### src/rtl/vga_fb_arbiter.sv
// Shares a single-port framebuffer between VGA scan-out and a FIFO-buffered writer; FB_DOUBLE_BUF_EN adds bank swap at vblank.
// Latency: rgb_out and delayed syncs lag their scan slot by 2 clk; queued writes reach RAM no earlier than 1 clk after push.
// Backpressure: scan slots are never stalled; wr_ready drops only while the write FIFO is full (or in reset).
module vga_fb_arbiter #(
  parameter int H_ACTIVE   = 640,
  parameter int V_ACTIVE   = 480,
  parameter int SCALE_SH   = 2,
  parameter int ADDR_W     = 15,
  parameter int PIX_W      = 8,
  parameter int FIFO_DEPTH = 16
) (
  input  logic                              i_clk,
  input  logic                              i_rst_n,
`ifdef FB_DOUBLE_BUF_EN
  input  logic                              i_swap_req,
  output logic                              o_front_bank,
`endif
  input  logic                              i_pix_ce,
  input  logic [9:0]                        i_pixel_x,
  input  logic [9:0]                        i_pixel_y,
  input  logic                              i_video_on,
  input  logic                              i_h_sync_in,
  input  logic                              i_v_sync_in,
  input  logic                              i_wr_valid,
  output logic                              o_wr_ready,
  input  logic [ADDR_W-1:0]                 i_wr_addr,
  input  logic [PIX_W-1:0]                  i_wr_data,
  output logic                              o_wr_err,
  output logic [$clog2(FIFO_DEPTH):0]       o_fifo_level,
`ifdef FB_DOUBLE_BUF_EN
  output logic [ADDR_W:0]                   o_mem_addr,
`else
  output logic [ADDR_W-1:0]                 o_mem_addr,
`endif
  output logic                              o_mem_we,
  output logic [PIX_W-1:0]                  o_mem_wdata,
  input  logic [PIX_W-1:0]                  i_mem_rdata,
  output logic [PIX_W-1:0]                  o_rgb_out,
  output logic                              o_h_sync_out,
  output logic                              o_v_sync_out,
  output logic                              o_video_on_out
);
`ifdef FB_DOUBLE_BUF_EN
  localparam int MEM_AW = ADDR_W + 1;
`else
  localparam int MEM_AW = ADDR_W;
`endif
  localparam int LVL_W = $clog2(FIFO_DEPTH) + 1;
  localparam int PTR_W = LVL_W - 1;
  localparam logic [31:0] FB_W = 32'(H_ACTIVE >> SCALE_SH);
  localparam logic [ADDR_W-1:0] FB_SIZE = ADDR_W'((H_ACTIVE >> SCALE_SH) * (V_ACTIVE >> SCALE_SH));

  typedef struct packed {
`ifdef FB_DOUBLE_BUF_EN
    logic              bank;
`endif
    logic [ADDR_W-1:0] addr;
    logic [PIX_W-1:0]  data;
  } wr_ent_t;

  typedef enum logic {ST_BLANK, ST_ACTIVE} state_t;

  state_t            r_state, w_state_nxt;
  logic              r_run;
  wr_ent_t           r_fifo [FIFO_DEPTH];
  logic [LVL_W-1:0]  r_wptr, r_rptr;
  logic [LVL_W-1:0]  w_level;
  logic              w_full, w_empty, w_push, w_pop, w_scan, w_we, w_err;
  wr_ent_t           w_head, w_push_ent;
  logic [ADDR_W-1:0] w_scan_addr;
  logic [MEM_AW-1:0] w_scan_maddr, w_head_maddr, w_maddr;
  logic              r_scan_d1;
  logic [PIX_W-1:0]  r_rgb;
  logic [1:0]        r_hs, r_vs, r_vid;

  assign w_scan_addr = ADDR_W'((32'(i_pixel_y) >> SCALE_SH) * FB_W + (32'(i_pixel_x) >> SCALE_SH));

`ifdef FB_DOUBLE_BUF_EN
  logic r_front, r_swap_pend, r_vs_prev;
  logic w_vs_fall;
  assign w_vs_fall = r_vs_prev & ~i_v_sync_in;

  // A request arriving on the swap cycle itself stays pending for the next vblank.
  always_ff @(posedge i_clk or negedge i_rst_n) begin
    if (!i_rst_n) begin
      r_front     <= 1'b0;
      r_swap_pend <= 1'b0;
      r_vs_prev   <= 1'b1;
    end else begin
      r_vs_prev <= i_v_sync_in;
      if (w_vs_fall && r_swap_pend) begin
        r_front     <= ~r_front;
        r_swap_pend <= i_swap_req;
      end else if (i_swap_req) begin
        r_swap_pend <= 1'b1;
      end
    end
  end

  assign o_front_bank = r_front;
  assign w_push_ent   = '{bank: ~r_front, addr: i_wr_addr, data: i_wr_data};
  assign w_scan_maddr = {r_front, w_scan_addr};
  assign w_head_maddr = {w_head.bank, w_head.addr};
`else
  assign w_push_ent   = '{addr: i_wr_addr, data: i_wr_data};
  assign w_scan_maddr = w_scan_addr;
  assign w_head_maddr = w_head.addr;
`endif

  assign w_level    = r_wptr - r_rptr;
  assign w_full     = (w_level == LVL_W'(FIFO_DEPTH));
  assign w_empty    = (w_level == '0);
  assign w_head     = r_fifo[r_rptr[PTR_W-1:0]];
  assign o_wr_ready = r_run & ~w_full;
  assign w_push     = i_wr_valid & o_wr_ready;

  always_ff @(posedge i_clk or negedge i_rst_n) begin
    if (!i_rst_n) begin
      r_wptr <= '0;
      r_rptr <= '0;
    end else begin
      if (w_push) r_wptr <= r_wptr + 1'b1;
      if (w_pop)  r_rptr <= r_rptr + 1'b1;
    end
  end

  // Storage needs no reset: the pointers alone define what is queued.
  always_ff @(posedge i_clk) begin
    if (w_push) r_fifo[r_wptr[PTR_W-1:0]] <= w_push_ent;
  end

  always_ff @(posedge i_clk or negedge i_rst_n) begin
    if (!i_rst_n) r_state <= ST_BLANK;
    else          r_state <= w_state_nxt;
  end

  always_comb begin
    w_state_nxt = r_state;
    case (r_state)
      ST_BLANK:  if (i_video_on)  w_state_nxt = ST_ACTIVE;
      ST_ACTIVE: if (!i_video_on) w_state_nxt = ST_BLANK;
      default:   w_state_nxt = ST_BLANK;
    endcase
  end

  // Slot decision: scan owns pix_ce cycles of active video, every other cycle drains one FIFO entry.
  always_comb begin
    w_scan  = 1'b0;
    w_pop   = 1'b0;
    w_we    = 1'b0;
    w_err   = 1'b0;
    w_maddr = '0;
    if (r_run && i_pix_ce && (w_state_nxt == ST_ACTIVE)) begin
      w_scan  = 1'b1;
      w_maddr = w_scan_maddr;
    end else if (!w_empty) begin
      w_pop   = 1'b1;
      w_maddr = w_head_maddr;
      if (w_head.addr < FB_SIZE) w_we  = 1'b1;
      else                       w_err = 1'b1;
    end
  end

  assign o_mem_addr   = w_maddr;
  assign o_mem_we     = w_we;
  assign o_mem_wdata  = w_head.data;
  assign o_wr_err     = w_err;
  assign o_fifo_level = w_level;

  always_ff @(posedge i_clk or negedge i_rst_n) begin
    if (!i_rst_n) begin
      r_run     <= 1'b0;
      r_scan_d1 <= 1'b0;
      r_rgb     <= '0;
      r_hs      <= 2'b11;
      r_vs      <= 2'b11;
      r_vid     <= 2'b00;
    end else begin
      r_run     <= 1'b1;
      r_scan_d1 <= w_scan;
      if (r_scan_d1) r_rgb <= i_mem_rdata;
      r_hs      <= {r_hs[0], i_h_sync_in};
      r_vs      <= {r_vs[0], i_v_sync_in};
      r_vid     <= {r_vid[0], i_video_on};
    end
  end

  assign o_rgb_out      = r_vid[1] ? r_rgb : '0;
  assign o_h_sync_out   = r_hs[1];
  assign o_v_sync_out   = r_vs[1];
  assign o_video_on_out = r_vid[1];
endmodule
### config.mk
export PLATFORM = sky130hd
export DESIGN_NAME = vga_fb_arbiter
export DESIGN_NICKNAME = d
export VERILOG_FILES = /design/src/rtl/vga_fb_arbiter.sv
export SDC_FILE = /design/constraint.sdc
export NUM_CORES = 1
export LEC_CHECK = 0
export CAP_MARGIN = 10
export CORE_UTILIZATION = 44
export CTS_CLUSTER_DIAMETER = 60
export DETAILED_ROUTE_END_ITERATION = 8
export SLEW_MARGIN = 20
export SYNTH_ARGS = -nofsm -noshare
export SYNTH_HDL_FRONTEND = slang
export SYNTH_SLANG_ARGS = --single-unit
### constraint.sdc
create_clock -name i_clk -period 4.79 [get_ports i_clk]
set_input_delay 0.479 -clock i_clk [delete_from_list [all_inputs] [get_ports i_clk]]
set_output_delay 0.479 -clock i_clk [all_outputs]
set_load 0.02 [all_outputs]
==> results.sh, run 1 <==
export IMPL_status="complete, but fails checks"
export IMPL_failed_checks="design-rule violations"
export IMPL_post_cts_resized=0
export IMPL_insertion_delay_ns=0.52
export IMPL_die_h_um=193
export IMPL_powerDensity_mw_per_mm2=580
export IMPL_cts_buffers=41
export IMPL_ys_ff_latch=394
export IMPL_seqPwrFrac=0.385
export IMPL_synth_fp_nets=851
export IMPL_vias=7874
export IMPL_grt_setup_unrepaired="false"
export IMPL_grt_max_degree=42
export IMPL_crit_type="register to output pin"
export IMPL_setup_violations=0
export IMPL_place_inst=1316
export IMPL_maxCapViolCount=0
export IMPL_required_ns=4.31
export IMPL_grt_pass1_wl_um=50600
export IMPL_syn_area_mm2=0.0160
export IMPL_synth_edff_count=368
export IMPL_leakage_nw=6.16
export IMPL_max_freq_mhz=225
export IMPL_yosysSeqAreaShare=0.732
export IMPL_htree_levels=2
export IMPL_cts_sinks=394
export IMPL_relSlewSlack=0.452
export IMPL_critPathArrivalTime_ns=3.96
export IMPL_max_vdd_ir_drop_v=0.000369
export IMPL_drive_gt1_frac=0.239
export IMPL_hpwl_um=18700
export IMPL_nets=983
export IMPL_cpMaxStageDelayCell="clkdlybuf4s50_1"
export IMPL_internal_power_w=0.00754
export IMPL_cts_tree="built"
export IMPL_num_rows=69
export IMPL_crit_path_end_kind="output pin"
export IMPL_die_x_um=193
export IMPL_via_per_inst=5.70
export IMPL_syn_avg_cell_area_um2=20.9
export IMPL_p_switching_w=0.00333
export IMPL_initial_core_util=0.449
export IMPL_fill_cells=2759
export IMPL_fin_crit_sh=0.927
export IMPL_layout_min_cycle_time_ns=4.44
export IMPL_routed_wl_um=34000
export IMPL_antenna_left=0
export IMPL_finalSetupTns_ns=0
export IMPL_worst_pin_slew_ns=0.822
export IMPL_clk_pin_slew_ns=0.06
export IMPL_post_cts_buffers=0
export IMPL_ys_warn_count=0
export IMPL_p_comb_frac=0.350
export IMPL_wl_per_cell_um=24.6
export IMPL_root_buffer="clkbuf_16"
export IMPL_grt_pass1_vias=8205
export IMPL_grt_overflow=0
export IMPL_whs_ns=0.344
export IMPL_utilization=0.526
export IMPL_antenna_found_initial=0
export IMPL_synth_async_sr_flop_share=0.0660
export IMPL_final_cells=1381
export IMPL_drt_pass1_iterations=7
export IMPL_worst_path_max_fanout=19
export IMPL_drcViolationCount=28
export IMPL_finalHoldViolCount=0
export IMPL_drt_initial_drc_count=598
export IMPL_fin_skew_ns=0.0181
export IMPL_grt_usage=0.189
export IMPL_die_area_mm2=0.0371
export IMPL_hp_class="input pin to async pin"
export IMPL_cts_buffer_depth=3
export IMPL_synth_ff_type="edfxtp_1"
export IMPL_path_cells="ha_1 > fa_1 > nor2b_1 > o21ai_0 > and3_1 > o221ai_1 > buf_4 > nand2_1 > nor3b_1 > clkdlybuf4s50_1"
export IMPL_port_buffers=95
export IMPL_gp_congestion=0.820
export IMPL_ys_types=49
export IMPL_syn2layout_area_growth_pct=17.3
export IMPL_critPathLaunchType="register"
export IMPL_cp_slowest_stage_delay_ns=0.65
export IMPL_ctsHoldBuffers=0
export IMPL_slew_violations=0
export IMPL_p_clk_frac=0.264
export IMPL_insertedDiodeCount=0
export IMPL_netlist_instances=766
export IMPL_ioPinCount=100
export IMPL_core_mm2=0.0357
export IMPL_swShare=0.306
-- logic make-up (layout without fill, tap and decap cells) --
| kind of cell | after synthesis | in the layout | synth area share |
|---|---|---|---|
| adder cells (fa/ha/maj) | 27 | 27 | 0.0225 |
| multiplexers | 124 | 124 | 0.163 |
| buffers and inverters | 55 | 209 | 0.0191 |
| flip-flops | 394 | 394 | 0.732 |
| AO/OA/AOI/OAI | 47 | 47 | 0.0215 |
| other | 1 | 1 | 0.000234 |
| AND/OR/NAND/NOR | 99 | 99 | 0.0312 |
| XOR/XNOR | 19 | 19 | 0.0104 |
-- power groups by stage --
stage                     logic [W]  clock network, W  registers [W]
after floorplan             0.00267                 0        0.00414
after global placement      0.00377                 0        0.00424
after detailed placement    0.00384                 0        0.00426
after CTS                   0.00386           0.00294        0.00419
after global routing        0.00411           0.00306        0.00422
final                       0.00381           0.00287        0.00419
-- cells in the mapped netlist (3+ instances only) --
cell type	instances	area [um^2]
a21o_1	3	22.5
a21oi_1	6	30.0
a221oi_1	3	26.3
a22o_1	4	35.0
and2_1	9	56.3
and3_1	3	18.8
buf_1	3	11.3
buf_12	3	60.1
buf_2	13	65.1
clkbuf_1	10	37.5
dfrtp_1	22	551
dfstp_2	4	105
edfxtp_1	368	11100
fa_1	3	60.1
ha_1	24	300
inv_1	21	78.8
mux2_2	12	135
mux2i_1	5	50.1
mux4_1	3	78.8
mux4_2	104	2340
nand2_1	18	67.6
nand2b_1	4	25.0
nand3_1	13	65.1
nand4_1	7	43.8
nor2_1	24	90.1
nor2b_1	9	56.3
nor3_1	7	35.0
nor3b_1	3	22.5
o21ai_0	7	35.0
o22ai_1	7	43.8
xnor2_1	12	105
xor2_1	7	61.3
-- sequential cells by signal (all words and copies together) (netlist names) --
| signal | flops |
|---|---|
| r_rgb | 8 |
| r_hs | 2 |
| r_vs | 2 |
| r_rptr | 5 |
| r_run | 1 |
| r_vid | 2 |
| r_scan_d1 | 1 |
| r_fifo | 368 |
| r_wptr | 5 |
-- per-layer routing --
layer | global-route usage | part of all wire | wire (um)
met1 | 0.271 | 0.44 | 15100
met3 | 0.0262 | 0.059 | 1990
met2 | 0.306 | 0.48 | 16300
met4 | 0.0478 | 0.019 | 631
met5 | 0 | 0 | 0
-- area by class of cell --
| class | count | area (um^2) | share of cell area |
|---|---|---|---|
| Clock buffer | 49 | 1060 | 0.0563 |
| Timing Repair Buffer | 123 | 1170 | 0.0626 |
| Clock inverter | 16 | 134 | 0.00714 |
| Tap cell | 461 | 577 | 0.0307 |
| Multi-Input combinational cell | 317 | 4030 | 0.215 |
| Inverter | 21 | 78.8 | 0.00420 |
| Sequential cell | 394 | 11700 | 0.624 |
-- worst max-delay path: cells and delay by family, from the launching register on --
| kind | cells | cell delay [ns] |
|---|---|---|
| AO/OA/AOI/OAI | 2 | 0.30 |
| flip-flops | 1 | 0.62 |
| AND/OR/NAND/NOR | 4 | 0.98 |
| adder cells (fa/ha/maj) | 2 | 0.68 |
| buffers and inverters | 2 | 0.87 |
-- per-stage QoR --
stage	total power (W)	setup WS [ns]	instance area [um^2]
CTS	0.0110	0.372	18800
detailed placement	0.00810	0.509	17600
finish	0.0109	0.349	18800
floorplan	0.00681	0.0733	16000
global placement	0.00801	0.558	17600
global route	0.0114	0.0943	18800
-- cells in the final DEF, fill, tap and decap left out, drive strengths merged, types with 2 or more instances in the layout --
cell type and n:
bufinv 2, dfstp 4, a211oi 2, a21o 3, inv 24, a22oi 2, dfrtp 22, a21oi 6
clkbuf 49, mux4 107, a221oi 5, o22ai 7, mux2i 5, o21a 2, a22o 4, clkdlybuf4s50 95
nand4 7, nand3 13, nand2 18, a2bb2oi 2, ha 24, fa 3, and2 9, o311ai 2
edfxtp 368, and3 3, clkinv 11, nor2 24, o21ai 7, nor3b 3, xor2 7, xnor2 12
nand2b 4, buf 28, nor3 7, mux2 12, nor2b 9
-- worst paths after layout --
path,start,slack (ns),depth (start not counted),end
max in group asynchronous,i_rst_n,4.15,2,r_hs[1]
hold reg to reg,r_vid[0],0.36,0,r_vid[1]
setup / recovery,r_rptr[0],0.35,10,o_wr_err
setup reg to reg,r_rptr[0],1.15,9,r_fifo[9][21]
hold / removal,i_rst_n,0.34,2,r_wptr[3]
min in group i_clk,r_vid[0],0.36,0,r_vid[1]
Power figures use the tool's default switching activity.
==> run 2: changes to the inputs <==
--- a/config.mk
+++ b/config.mk
@@ -5,10 +5,12 @@
 export SDC_FILE = /design/constraint.sdc
 export NUM_CORES = 1
 export LEC_CHECK = 0
+export ABC_AREA = 1
 export CAP_MARGIN = 10
-export CORE_UTILIZATION = 44
+export CORE_UTILIZATION = 54
 export CTS_CLUSTER_DIAMETER = 60
 export DETAILED_ROUTE_END_ITERATION = 8
+export PLACE_DENSITY = 0.76
 export SLEW_MARGIN = 20
 export SYNTH_ARGS = -nofsm -noshare
 export SYNTH_HDL_FRONTEND = slang
==> results.sh, run 2 <==
export IMPL_status="complete, no violations"
export IMPL_antenna_left=0
export IMPL_internal_power_w=0.00735
export IMPL_final_cell_mix="368 x edfxtp_1, 351 x nand2_1, 120 x nor2_1"
export IMPL_ys_types=42
export IMPL_critPathArrivalTime_ns=4.11
export IMPL_path_cells="inv_4 > buf_4 > a21oi_1 > nand2_1 > a21oi_1 > o21ai_1 > nand3_1 > o22ai_1 > clkdlybuf4s50_1"
export IMPL_crit_path_end_kind="output pin"
export IMPL_maxCapViolCount=0
export IMPL_synthTopCellsByArea="edfxtp_1 66%, nand2_1 7.8%, dfrtp_1 3.3%"
export IMPL_initial_core_util=0.549
export IMPL_ctsHoldBuffers=0
export IMPL_drt_pass1_iterations=6
export IMPL_crit_path_frequent_cell="a21oi_1"
export IMPL_postPlaceCellArea_mm2=0.0182
export IMPL_leakage_nw=7.25
export IMPL_dp_slack_ns=0.705
export IMPL_drt_initial_drc_count=1419
export IMPL_routed_wl_um=39800
export IMPL_synth_edff_count=368
export IMPL_layout_min_cycle_time_ns=4.59
export IMPL_netlist_top_cell_by_area="edfxtp_1"
export IMPL_syn_area_mm2=0.0168
export IMPL_design_area_mm2=0.0195
export IMPL_crit_type="register to output pin"
export IMPL_max_vdd_ir_drop_v=0.000397
export IMPL_insertion_delay_ns=0.54
export IMPL_cp_slowest_stage_delay_ns=0.82
export IMPL_grt_usage=0.256
export IMPL_multi_input_area_mm2=0.00442
export IMPL_slew_violations=0
export IMPL_root_buffer="clkbuf_16"
export IMPL_cts_buffers=40
export IMPL_swShare=0.378
export IMPL_insertedDiodeCount=0
export IMPL_grt_pass1_wl_um=60800
export IMPL_p_switching_w=0.00446
export IMPL_wl_per_cell_um=20.4
export IMPL_fin_skew_ns=0.0170
export IMPL_relSlewSlack=0.348
export IMPL_ioPinCount=100
export IMPL_synth_ff_type="edfxtp_1"
export IMPL_grt_pass1_vias=10900
export IMPL_setup_violations=0
export IMPL_drcViolationCount=0
export IMPL_num_rows=64
export IMPL_ys_ff_latch=394
export IMPL_max_freq_mhz=218
export IMPL_die_h_um=178
export IMPL_synth_common_cells="368 x edfxtp_1, 351 x nand2_1, 122 x nor2_1"
export IMPL_finalSetupTns_ns=0
export IMPL_nets=1612
export IMPL_largest_reg_flops=368
export IMPL_post_cts_resized=0
export IMPL_layout_commonest_cell="edfxtp_1"
export IMPL_place_inst=1881
export IMPL_vias=11200
export IMPL_antenna_found_initial=0
export IMPL_htree_levels=2
export IMPL_fin_crit_sh=0.958
export IMPL_grt_setup_unrepaired="false"
export IMPL_p_clk_frac=0.251
export IMPL_ff_latch_area_mm2=0.0117
export IMPL_required_ns=4.31
export IMPL_synth_async_sr_flop_share=0.0660
export IMPL_path_delay_family="buffers and inverters"
export IMPL_critPathBufInv=3
export IMPL_yosysSeqAreaShare=0.697
export IMPL_yosysMostFrequentCell="edfxtp_1"
export IMPL_cpMaxStageDelayCell="inv_4"
export IMPL_worst_pin_slew_ns=0.978
export IMPL_hp_class="input pin to async pin"
export IMPL_drive_gt1_frac=0.0809
export IMPL_finalHoldViolCount=0
export IMPL_critPathLaunchType="register"
export IMPL_grt_overflow=0
export IMPL_seqPwrFrac=0.350
export IMPL_cts_sinks=394
export IMPL_die_x_um=178
export IMPL_cts_tree="built"
export IMPL_synth_fp_nets=1518
export IMPL_cts_buffer_depth=3
export IMPL_gp_congestion=0.804
export IMPL_fin_ws_ns=0.201
export IMPL_powerDensity_mw_per_mm2=606
export IMPL_final_cells=1953
export IMPL_grt_max_degree=95
export IMPL_p_comb_frac=0.398
export IMPL_core_mm2=0.0306
export IMPL_fill_cells=2295
export IMPL_hpwl_um=22200
export IMPL_synth_top_area_frac=0.658
export IMPL_port_buffers=95
export IMPL_syn2layout_area_growth_pct=16.0
export IMPL_worst_path_max_fanout=94
export IMPL_total_power_w=0.0118
export IMPL_via_per_inst=5.75
export IMPL_ys_warn_count=0
export IMPL_post_cts_buffers=0
export IMPL_clk_pin_slew_ns=0.06
export IMPL_netlist_instances=1433
export IMPL_syn_avg_cell_area_um2=11.7
export IMPL_die_area_mm2=0.0318
[run 2: cell types whose count changed after synthesis, moves of 24 or more]
cell,before,now
nand2_1,18,351
mux4_2,104,0
nor2_1,24,122
nand3_1,13,96
inv_1,21,94
o21ai_0,7,68
a21oi_1,6,54
o21ai_1,0,33
buf_2,13,37
[run 2: metrics by stage]
stage	utilization	hold WS [ns]
after CTS	0.637	0.341
final	0.637	0.329
after global routing	0.637	0.359
after floorplan	-	0.183
after global placement	0.596	0.335
after detailed placement	0.596	0.338
[run 2: worst paths after layout]
kind                            cells after the start       from            end  slack [ns]
worst max-delay path                                9  r_rptr[0]  o_mem_addr[6]        0.20
worst min-delay path                                2    i_rst_n      r_wptr[4]        0.33
worst max register to register                      9  r_rptr[0]  r_fifo[9][15]        1.09
worst min register to register                      0   r_vid[0]       r_vid[1]        0.35
max in group asynchronous                           2    i_rst_n        r_hs[1]        4.17
min in group i_clk                                  0   r_vid[0]       r_vid[1]        0.35
[run 2: cell type report]
type	count	area share
sequential	394	0.601
tap	396	0.0254
timing repair buffer	132	0.0644
clock buffer	57	0.0574
inverter	95	0.0184
clock inverter	15	0.00662
multi-input combinational	864	0.227
[run 2: cells by family after synthesis]
| group | share of synthesized area |
|---|---|
| flops | 0.697 |
| buf+inv | 0.0456 |
| other cells | 0.000223 |
| xor+xnor | 0.00976 |
| mux | 0.00536 |
| fa+ha+maj | 0.0214 |
| simple gates | 0.144 |
| compound gates | 0.0769 |
[run 2: power by group through the flow]
stage	combinational [W]	sequential, W	clock [W]
6_report	0.00470	0.00414	0.00297
5_1_grt	0.00515	0.00415	0.00314
4_1_cts	0.00470	0.00413	0.00300
3_5_place_dp	0.00468	0.00420	0
3_3_place_gp	0.00458	0.00419	0
2_1_floorplan	0.00307	0.00411	0
[run 2: metal layers]
metal  vias up  wire length (um)  global-route usage  part of all wire
met5         -                 0                   0                 0
li1       5189                 -                   -                 -
met3        82              3220              0.0394             0.081
met4         0               938              0.0766             0.024
met2       517             19600               0.422              0.49
met1      5447             16000               0.352              0.40
==> run 3: changes to the inputs <==
--- a/config.mk
+++ b/config.mk
@@ -11,7 +11,7 @@
 export CTS_CLUSTER_DIAMETER = 60
 export DETAILED_ROUTE_END_ITERATION = 8
 export PLACE_DENSITY = 0.76
-export SLEW_MARGIN = 20
+export SLEW_MARGIN = 30
 export SYNTH_ARGS = -nofsm -noshare
 export SYNTH_HDL_FRONTEND = slang
 export SYNTH_SLANG_ARGS = --single-unit
==> results.sh, run 3 (synthesis results as in run 2) <==
export IMPL_setup_violations=0
export IMPL_grt_pass1_wl_um=60800
export IMPL_finalSetupTns_ns=0
export IMPL_fin_crit_sh=0.937
export IMPL_leakage_nw=7.25
export IMPL_worst_path_max_fanout=52
export IMPL_htree_levels=2
export IMPL_via_per_inst=5.74
export IMPL_post_cts_buffers=0
export IMPL_relSlewSlack=0.390
export IMPL_drt_pass1_iterations=5
export IMPL_insertion_delay_ns=0.54
export IMPL_hp_class="input pin to async pin"
export IMPL_fin_skew_ns=0.0159
export IMPL_grt_max_degree=95
export IMPL_insertedDiodeCount=0
export IMPL_core_mm2=0.0306
export IMPL_layout_commonest_cell="edfxtp_1"
export IMPL_grt_usage=0.256
export IMPL_clk_pin_slew_ns=0.06
export IMPL_antenna_found_initial=0
export IMPL_required_ns=4.31
export IMPL_vias=11200
export IMPL_final_cell_mix="368 x edfxtp_1, 351 x nand2_1, 120 x nor2_1"
export IMPL_worst_pin_slew_ns=0.915
export IMPL_drt_initial_drc_count=1354
export IMPL_grt_overflow=0
export IMPL_grt_pass1_vias=10900
export IMPL_port_buffers=95
export IMPL_critPathArrivalTime_ns=4.01
export IMPL_largest_reg_flops=368
export IMPL_maxCapViolCount=0
export IMPL_critPathLaunchType="register"
export IMPL_initial_core_util=0.549
export IMPL_cts_tree="built"
export IMPL_root_buffer="clkbuf_16"
export IMPL_gp_congestion=0.804
export IMPL_routed_wl_um=39900
export IMPL_crit_type="register to output pin"
export IMPL_crit_path_end_kind="output pin"
export IMPL_wl_per_cell_um=20.4
export IMPL_final_cells=1953
export IMPL_cts_buffers=40
export IMPL_max_freq_mhz=223
export IMPL_post_cts_resized=0
export IMPL_drive_gt1_frac=0.0809
export IMPL_layout_min_cycle_time_ns=4.49
export IMPL_die_area_mm2=0.0318
export IMPL_grt_setup_unrepaired="false"
export IMPL_whs_ns=0.325
export IMPL_hpwl_um=22200
export IMPL_nets=1612
export IMPL_slew_violations=0
export IMPL_ctsHoldBuffers=0
export IMPL_finalHoldViolCount=0
export IMPL_powerDensity_mw_per_mm2=606
export IMPL_drcViolationCount=0
export IMPL_place_inst=1881
export IMPL_max_vdd_ir_drop_v=0.000396
export IMPL_syn2layout_area_growth_pct=16.0
export IMPL_num_rows=64
export IMPL_cts_sinks=394
export IMPL_die_h_um=178
export IMPL_cts_buffer_depth=3
export IMPL_status="complete, no violations"
export IMPL_die_x_um=178
export IMPL_antenna_left=0
export IMPL_ioPinCount=100
-- run 3: power by group --
group	internal (W)	leakage, nW	switching, W
sequential	0.00397	3.62	0.000165
clock	0.00173	0.601	0.00124
combinational	0.00164	3.03	0.00306
total	0.00734	7.25	0.00447
-- run 3: through the flow --
stage / area (um^2) / setup slack [ns] / total power [W] / util
after floorplan: 16800 / 0.274 / 0.00718 / -
after global placement: 18200 / 0.796 / 0.00877 / 0.596
after detailed placement: 18200 / 0.705 / 0.00888 / 0.596
after CTS: 19500 / 0.231 / 0.0118 / 0.637
after global routing: 19500 / 0.000290 / 0.0124 / 0.637
final: 19500 / 0.302 / 0.0118 / 0.637
-- run 3: cell type report --
class / count / area [um^2]
timing repair buffer: 132 / 1250
multi-input combinational: 864 / 4420
clock buffer: 57 / 1120
clock inverter: 15 / 129
sequential: 394 / 11700
tap: 396 / 495
fill: 2297 / 11100
inverter: 95 / 362
-- run 3: worst max-delay path, cell delays in order, from the launching register on --
cell and delay [ns]:
dfrtp_4 0.72, ha_1 0.33, fa_1 0.42, o21ai_2 0.19, xor2_2 0.24, nor2_1 0.09
nor2_2 0.45, nand2_1 0.15, a21oi_1 0.23, clkdlybuf4s50_1 0.65
-- run 3: routing by layer --
metal	global-route usage	vias up	routed length [um]
li1	-	5195	-
met1	0.352	5432	15900
met2	0.422	516	19700
met3	0.0394	74	3380
met4	0.0766	0	900
met5	0	-	0
-- run 3: worst paths after layout --
path	end	cells past startpoint	start	slack [ns]
min in group i_clk	r_vid[1]	0	r_vid[0]	0.35
worst max register to register	r_fifo[9][9]	9	r_rptr[0]	1.10
worst min register to register	r_vid[1]	0	r_vid[0]	0.35
max in group asynchronous	r_hs[1]	2	i_rst_n	4.17
worst max-delay path	o_wr_err	9	r_rptr[0]	0.30
worst min-delay path	r_wptr[4]	2	i_rst_n	0.33
